## src/rtl/uart_tx_drain_ctrl_if.sv

```systemverilog
// FIFO-read and serializer handshake bundle between the drain controller and its neighbours.
interface uart_tx_drain_ctrl_if #(
  parameter int DATA_WIDTH = 8
);
  logic                  fifo_empty;
  logic [DATA_WIDTH-1:0] fifo_rd_data;
  logic                  fifo_rd;
  logic                  tx_ready;
  logic                  tx_start;
  logic [DATA_WIDTH-1:0] tx_data;
  logic                  tx_done;

  modport master (
    input  fifo_empty, fifo_rd_data, tx_ready, tx_done,
    output fifo_rd, tx_start, tx_data
  );

  modport slave (
    output fifo_empty, fifo_rd_data, tx_ready, tx_done,
    input  fifo_rd, tx_start, tx_data
  );
endinterface

```

## src/rtl/uart_tx_drain_ctrl.sv

```systemverilog
// Drains a FWFT TX FIFO into the UART serializer, one frame at a time, with an
// optional idle gap between frames, FIFO flush, frame counter and sticky empty IRQ.
//
// state   | meaning
// --------+----------------------------------------------------
// S_IDLE  | waiting for data + enable + serializer ready, or a flush
// S_FETCH | pop the FIFO head and latch it as frame data
// S_START | one-cycle start pulse to the serializer
// S_WAIT  | frame in flight, waiting for tx_done
// S_GAP   | inter-frame idle time, gap_cnt counts down to 1
// S_FLUSH | popping the FIFO until empty
module uart_tx_drain_ctrl #(
  parameter int DATA_WIDTH = 8,
  parameter int GAP_WIDTH  = 8,
  parameter int CNT_WIDTH  = 16
) (
  input  logic                 clk,
  input  logic                 rst_n,
  input  logic                 en,
  input  logic [GAP_WIDTH-1:0] gap_cycles,
  input  logic                 flush,
  input  logic                 irq_clr,
  uart_tx_drain_ctrl_if.master bus,
  output logic                 busy,
  output logic [CNT_WIDTH-1:0] frames_sent,
  output logic                 irq_empty
);

  typedef enum logic [2:0] {
    S_IDLE,
    S_FETCH,
    S_START,
    S_WAIT,
    S_GAP,
    S_FLUSH
  } state_t;

  state_t                state, state_nxt;
  logic [GAP_WIDTH-1:0]  gap_cnt, gap_cnt_nxt;
  logic                  flush_pend, flush_pend_nxt;
  logic [DATA_WIDTH-1:0] tx_data_q;
  logic                  fifo_rd_c;
  logic                  tx_start_c;
  logic                  frame_done;

  assign frame_done = (state == S_WAIT) && bus.tx_done;

  always_ff @(posedge clk) begin
    if (!rst_n) begin
      state      <= S_IDLE;
      gap_cnt    <= '0;
      flush_pend <= 1'b0;
    end else begin
      state      <= state_nxt;
      gap_cnt    <= gap_cnt_nxt;
      flush_pend <= flush_pend_nxt;
    end
  end

  always_comb begin
    state_nxt      = state;
    gap_cnt_nxt    = gap_cnt;
    flush_pend_nxt = flush_pend;
    fifo_rd_c      = 1'b0;
    tx_start_c     = 1'b0;
    case (state)
      S_IDLE: begin
        if (flush_pend || flush)
          state_nxt = S_FLUSH;
        else if (en && !bus.fifo_empty && bus.tx_ready)
          state_nxt = S_FETCH;
      end
      S_FETCH: begin
        fifo_rd_c = !bus.fifo_empty;
        if (flush) flush_pend_nxt = 1'b1;
        state_nxt = S_START;
      end
      S_START: begin
        tx_start_c = 1'b1;
        if (flush) flush_pend_nxt = 1'b1;
        state_nxt = S_WAIT;
      end
      S_WAIT: begin
        if (flush) flush_pend_nxt = 1'b1;
        // a flush arriving together with tx_done still counts as pending
        if (bus.tx_done) begin
          if (flush_pend || flush) begin
            state_nxt = S_FLUSH;
          end else if (gap_cycles == '0) begin
            state_nxt = S_IDLE;
          end else begin
            state_nxt   = S_GAP;
            gap_cnt_nxt = gap_cycles;
          end
        end
      end
      S_GAP: begin
        if (flush || flush_pend)
          state_nxt = S_FLUSH;
        else if (gap_cnt == GAP_WIDTH'(1))
          state_nxt = S_IDLE;
        else
          gap_cnt_nxt = gap_cnt - GAP_WIDTH'(1);
      end
      S_FLUSH: begin
        fifo_rd_c = !bus.fifo_empty;
        if (bus.fifo_empty) begin
          state_nxt      = S_IDLE;
          flush_pend_nxt = 1'b0;
        end
      end
      default: state_nxt = S_IDLE;
    endcase
  end

  always_ff @(posedge clk) begin
    if (!rst_n) begin
      tx_data_q   <= '0;
      frames_sent <= '0;
      irq_empty   <= 1'b0;
    end else begin
      if (state == S_FETCH) tx_data_q <= bus.fifo_rd_data;
      if (frame_done) frames_sent <= frames_sent + CNT_WIDTH'(1);
      if (frame_done && bus.fifo_empty)
        irq_empty <= 1'b1;
      else if (irq_clr)
        irq_empty <= 1'b0;
    end
  end

  // strobes are masked in the reset cycle so an aborted frame never pops or starts
  assign bus.fifo_rd  = fifo_rd_c & rst_n;
  assign bus.tx_start = tx_start_c & rst_n;
  assign bus.tx_data  = tx_data_q;
  assign busy         = (state != S_IDLE);

endmodule
```

## src/flat_wrapper.sv

```systemverilog
// flat-port wrapper written by rule: the top's interface ports become plain ports
module uart_tx_drain_ctrl_flat 
#(
  parameter int DATA_WIDTH = 8,
  parameter int GAP_WIDTH  = 8,
  parameter int CNT_WIDTH  = 16
)
  (clk, rst_n, en, gap_cycles, flush, irq_clr, busy, frames_sent, irq_empty, bus_fifo_empty, bus_fifo_rd_data, bus_tx_ready, bus_tx_done, bus_fifo_rd, bus_tx_start, bus_tx_data);
  uart_tx_drain_ctrl_if #(.DATA_WIDTH(DATA_WIDTH)) bus_i ();
  input  logic clk;
  input  logic rst_n;
  input  logic en;
  input  logic [GAP_WIDTH-1:0] gap_cycles;
  input  logic flush;
  input  logic irq_clr;
  output logic busy;
  output logic [CNT_WIDTH-1:0] frames_sent;
  output logic irq_empty;
  input wire logic [$bits(bus_i.fifo_empty)-1:0] bus_fifo_empty;
  input wire logic [$bits(bus_i.fifo_rd_data)-1:0] bus_fifo_rd_data;
  input wire logic [$bits(bus_i.tx_ready)-1:0] bus_tx_ready;
  input wire logic [$bits(bus_i.tx_done)-1:0] bus_tx_done;
  output wire logic [$bits(bus_i.fifo_rd)-1:0] bus_fifo_rd;
  output wire logic [$bits(bus_i.tx_start)-1:0] bus_tx_start;
  output wire logic [$bits(bus_i.tx_data)-1:0] bus_tx_data;
  assign bus_i.fifo_empty = bus_fifo_empty;
  assign bus_i.fifo_rd_data = bus_fifo_rd_data;
  assign bus_i.tx_ready = bus_tx_ready;
  assign bus_i.tx_done = bus_tx_done;
  assign bus_fifo_rd = bus_i.fifo_rd;
  assign bus_tx_start = bus_i.tx_start;
  assign bus_tx_data = bus_i.tx_data;
  uart_tx_drain_ctrl #(.DATA_WIDTH(DATA_WIDTH), .GAP_WIDTH(GAP_WIDTH), .CNT_WIDTH(CNT_WIDTH)) u_core (.clk(clk), .rst_n(rst_n), .en(en), .gap_cycles(gap_cycles), .flush(flush), .irq_clr(irq_clr), .bus(bus_i), .busy(busy), .frames_sent(frames_sent), .irq_empty(irq_empty));
endmodule
```

## config.mk

```make
export PLATFORM = sky130hd
export DESIGN_NAME = uart_tx_drain_ctrl_flat
export DESIGN_NICKNAME = d
export VERILOG_FILES = /design/src/rtl/uart_tx_drain_ctrl_if.sv /design/src/rtl/uart_tx_drain_ctrl.sv /design/src/flat_wrapper.sv
export SDC_FILE = /design/constraint.sdc
export NUM_CORES = 1
export LEC_CHECK = 0
export ABC_AREA = 0
export CORE_ASPECT_RATIO = 1.4
export CORE_UTILIZATION = 40
export CTS_CLUSTER_DIAMETER = 100
export DETAILED_ROUTE_END_ITERATION = 16
export PLACE_DENSITY_LB_ADDON = 0.3
export SLEW_MARGIN = 10
export SYNTH_ARGS = -nofsm -noshare
export SYNTH_HDL_FRONTEND = slang
export SYNTH_SLANG_ARGS = --single-unit
export TNS_END_PERCENT = 30
```

## constraint.sdc

```tcl
create_clock -name clk -period 3 [get_ports clk]
set_clock_uncertainty 0.1 [all_clocks]
set_input_delay 0.9 -clock clk [delete_from_list [all_inputs] [get_ports clk]]
set_output_delay 0.9 -clock clk [all_outputs]
set_load 0.03 [all_outputs]
```

==> flow_metrics.tcl <==
set metrics [dict create \
    ys_ff_latch 37 \
    synth_nets 252 \
    vias 1857 \
    final_hold_viol_count 0 \
    setup_slack_ns 0.205 \
    start_util_pct 42.1 \
    clock.fmax_ghz 0.358 \
    portBuffers 51 \
    cts_tree "built" \
    hp-class "register to register" \
    min_to "u_core.frames_sent[14]" \
    drtIter0Drc 95 \
    first_pass_iters 4 \
    r2r_end "u_core.gap_cnt[1]" \
    dpl_cell_area_um2 2580 \
    dp_cells 336 \
    max_stage_delay_ns 0.44 \
    synth-edff-count 0 \
    multi_input_area_um2 1140 \
    grt_pass1_wl_um 7420 \
    clockRootBuffer "clkbuf_8" \
    regArea_um2 741 \
    timing.rr.start "u_core.state[2]" \
    die_height_um 84.4 \
    yosysSeqAreaShare_pct 38.2 \
    syn_area_um2 1940 \
    outcome "finished clean" \
    reg2reg_slack_ns 0.78 \
    postCtsHoldBufs 0 \
    post_drt_wl_per_cell_um 13.0 \
    ioPinCount 52 \
    fillers 439 \
    worstPathRequired_ns 2.00 \
    hpwl_um 3310 \
    clock_latency_ns 0.29 \
    antenna_found_initial 0 \
    critPathCaptureType "output pin" \
    crit_fanout 2 \
    syn_to_final_growth_pct 38.1 \
    hold_depth 2 \
    rsz0062_at_grt "no" \
    async_flop_share_pct 0 \
    grt_max_degree 29 \
    tightest_slew_ns 0.444 \
    layout.cell_area.non_filler_um2 2680 \
    maxCapViolCount 0 \
    clk_pin_slew_ns 0.07 \
    drive_above_1_share_pct 11.0 \
    p_per_area_nw_per_um2 636 \
    die_w_um 60.9 \
    cts_made_buffers 5 \
    avgViaCountPerCell 5.40 \
    reg2regPathDepth 6 \
    n_antenna_cell 0 \
    period_needed_ns 2.80 \
    power.leakage_nw 0.972 \
    gr-total-overflow 0 \
    cp_data_arrival_time_ns 1.80 \
    drt_wl_total_um 4470 \
    core_um2 4610 \
    min_from "u_core.frames_sent[14]" \
    cpMaxStageDelayCell "clkdlybuf4s50_1" \
    syn_inst 225 \
    grt_pass1_vias 1713 \
    yosysUniqueCellTypes 42 \
    h-tree-depth 2 \
    slew_headroom_pct 70.0 \
    setup_viol 0 \
    fin_cells 344 \
    drcViolationCount 0 \
    placementRows 29 \
    numClockSinks 37 \
    avgSynthCellArea_um2 8.62 \
    synth_warnings 0 \
    crit_chain "clkdlybuf4s50_1 > nor4b_2 > buf_4" \
    holdWs_ns 0.383 \
    drv_slew 0 \
    timing.final.crit_share_pct 93.2 \
    vdd_ir_drop_max_mv 0.424 \
    setup_tns_ns 0 \
    fin_nets 308 \
    worstSetupPathType "primary input to output pin" \
    synthFlopType "dfxtp_1" \
    grt_util_all_layers_pct 18.9 \
    start_kind "primary input" \
    antenna_left 0 \
    dieArea_um2 5130 \
    globalplace.congestion 0.811 \
    cts_max_path_buffers 2 \
    pre_cts_ws_ns -0.0170 \
]
flip-flops by register name, summed over array words and instances (netlist names):
signal,flops
u_core.frames_sent,16
u_core.gap_cnt,8
u_core.flush_pend,1
u_core.irq_empty,1
u_core.state,3
u_core.bus.tx_data,8
placed cells by master, fill, tap and decap left out, types with 5 or more instances in the layout:
cell | synthesis | routed
clkdlybuf4s50_1 | 0 | 48
nand3_1 | 7 | 7
nand4_1 | 8 | 8
xor2_1 | 8 | 8
clkbuf_8 | 0 | 7
nor2_1 | 21 | 21
o31ai_1 | 5 | 5
inv_1 | 6 | 6
nand2_1 | 19 | 19
nor3b_1 | 6 | 6
dfxtp_1 | 37 | 37
buf_4 | 0 | 14
a21oi_1 | 11 | 11
nor4_1 | 7 | 7
o21ai_0 | 6 | 6
mux2i_1 | 16 | 16
where the power goes:
group | internal [mW] | leakage [nW] | total (mW) | switching, mW
clock network | 0.208 | 0.0542 | 0.380 | 0.173
logic | 0.335 | 0.617 | 0.690 | 0.355
registers | 0.559 | 0.300 | 0.633 | 0.0742
worst max-delay path by stage:
| stage | depth (start not counted) | from | endpoint | slack, ns |
|---|---|---|---|---|
| after floorplan | 4 | rst_n | bus_fifo_rd | -0.12 |
| after global placement | 4 | rst_n | bus_tx_start | -0.01 |
| after detailed placement | 4 | rst_n | bus_tx_start | -0.02 |
| after CTS | 3 | bus_fifo_empty | bus_fifo_rd | 0.20 |
| after global routing | 3 | bus_fifo_empty | bus_fifo_rd | 0.16 |
| final | 3 | bus_fifo_empty | bus_fifo_rd | 0.20 |
repair_timing:
action                                  in CTS  in global routing
gates resized for setup                      1                  0
setup buffers                                0                  0
endpoints found under the setup margin       2                  0
cells in the mapped netlist (2+ instances only):
| cell type | count | share of area, % |
|---|---|---|
| or4_1 | 4 | 1.5 |
| inv_1 | 6 | 1.2 |
| a211o_1 | 3 | 1.4 |
| nand3_1 | 7 | 1.8 |
| nand3b_1 | 2 | 0.77 |
| nor2_1 | 21 | 4.1 |
| xnor2_1 | 4 | 1.8 |
| ha_1 | 3 | 1.9 |
| dfxtp_1 | 37 | 38 |
| nor3_1 | 3 | 0.77 |
| o211ai_1 | 4 | 1.5 |
| nor3b_1 | 6 | 2.3 |
| mux2i_1 | 16 | 8.3 |
| nor4_1 | 7 | 2.3 |
| o21ai_0 | 6 | 1.5 |
| and3_1 | 4 | 1.3 |
| nor4b_1 | 2 | 0.90 |
| nand2_1 | 19 | 3.7 |
| o21a_1 | 4 | 1.5 |
| a21oi_1 | 11 | 2.8 |
| buf_2 | 2 | 0.52 |
| a21o_1 | 2 | 0.77 |
| clkbuf_1 | 12 | 2.3 |
| xor2_1 | 8 | 3.6 |
| or3_1 | 4 | 1.3 |
| o31ai_1 | 5 | 1.9 |
| nand4_1 | 8 | 2.6 |
critical path, delay by kind of cell:
| family | cells | cell delay [ns] |
|---|---|---|
| buffers and inverters | 2 | 0.64 |
| and+or+nand+nor | 1 | 0.26 |
per-layer routing:
| metal | part of all wire (%) | wire length (um) | global-route usage, % |
|---|---|---|---|
| met5 | 0 | 0 | 0 |
| met4 | 2.6 | 117 | 8.26 |
| met3 | 4.7 | 210 | 5.55 |
| met2 | 52 | 2320 | 32.8 |
| met1 | 41 | 1820 | 20.4 |
stage by stage:
stage,power (mW),utilization [%]
3_3_place_gp,1.33,56.0
6_report,1.70,58.1
3_5_place_dp,1.33,56.0
2_1_floorplan,1.11,-
5_1_grt,1.81,58.1
4_1_cts,1.72,58.1
logic make-up after synthesis:
kind of cell             after synthesis  synth area share, %
AND/OR/NAND/NOR                       94                 26.6
AO/OA/AOI/OAI                         43                 15.5
flip-flops                            37                 38.2
buffers and inverters                 20                 4.00
multiplexers                          16                 8.26
XOR/XNOR                              12                 5.42
adder cells (fa/ha/maj)                3                 1.94
final cells by class:
type / instances / share of cell area, %
Clock buffer: 7 / 3.60
Timing Repair Buffer: 63 / 22.2
Inverter: 6 / 0.841
Multi-Input combinational cell: 168 / 42.6
Tap cell: 62 / 2.90
Sequential cell: 37 / 27.7
Clock inverter: 1 / 0.187
Note: power is estimated with default switching activity, not from simulation.
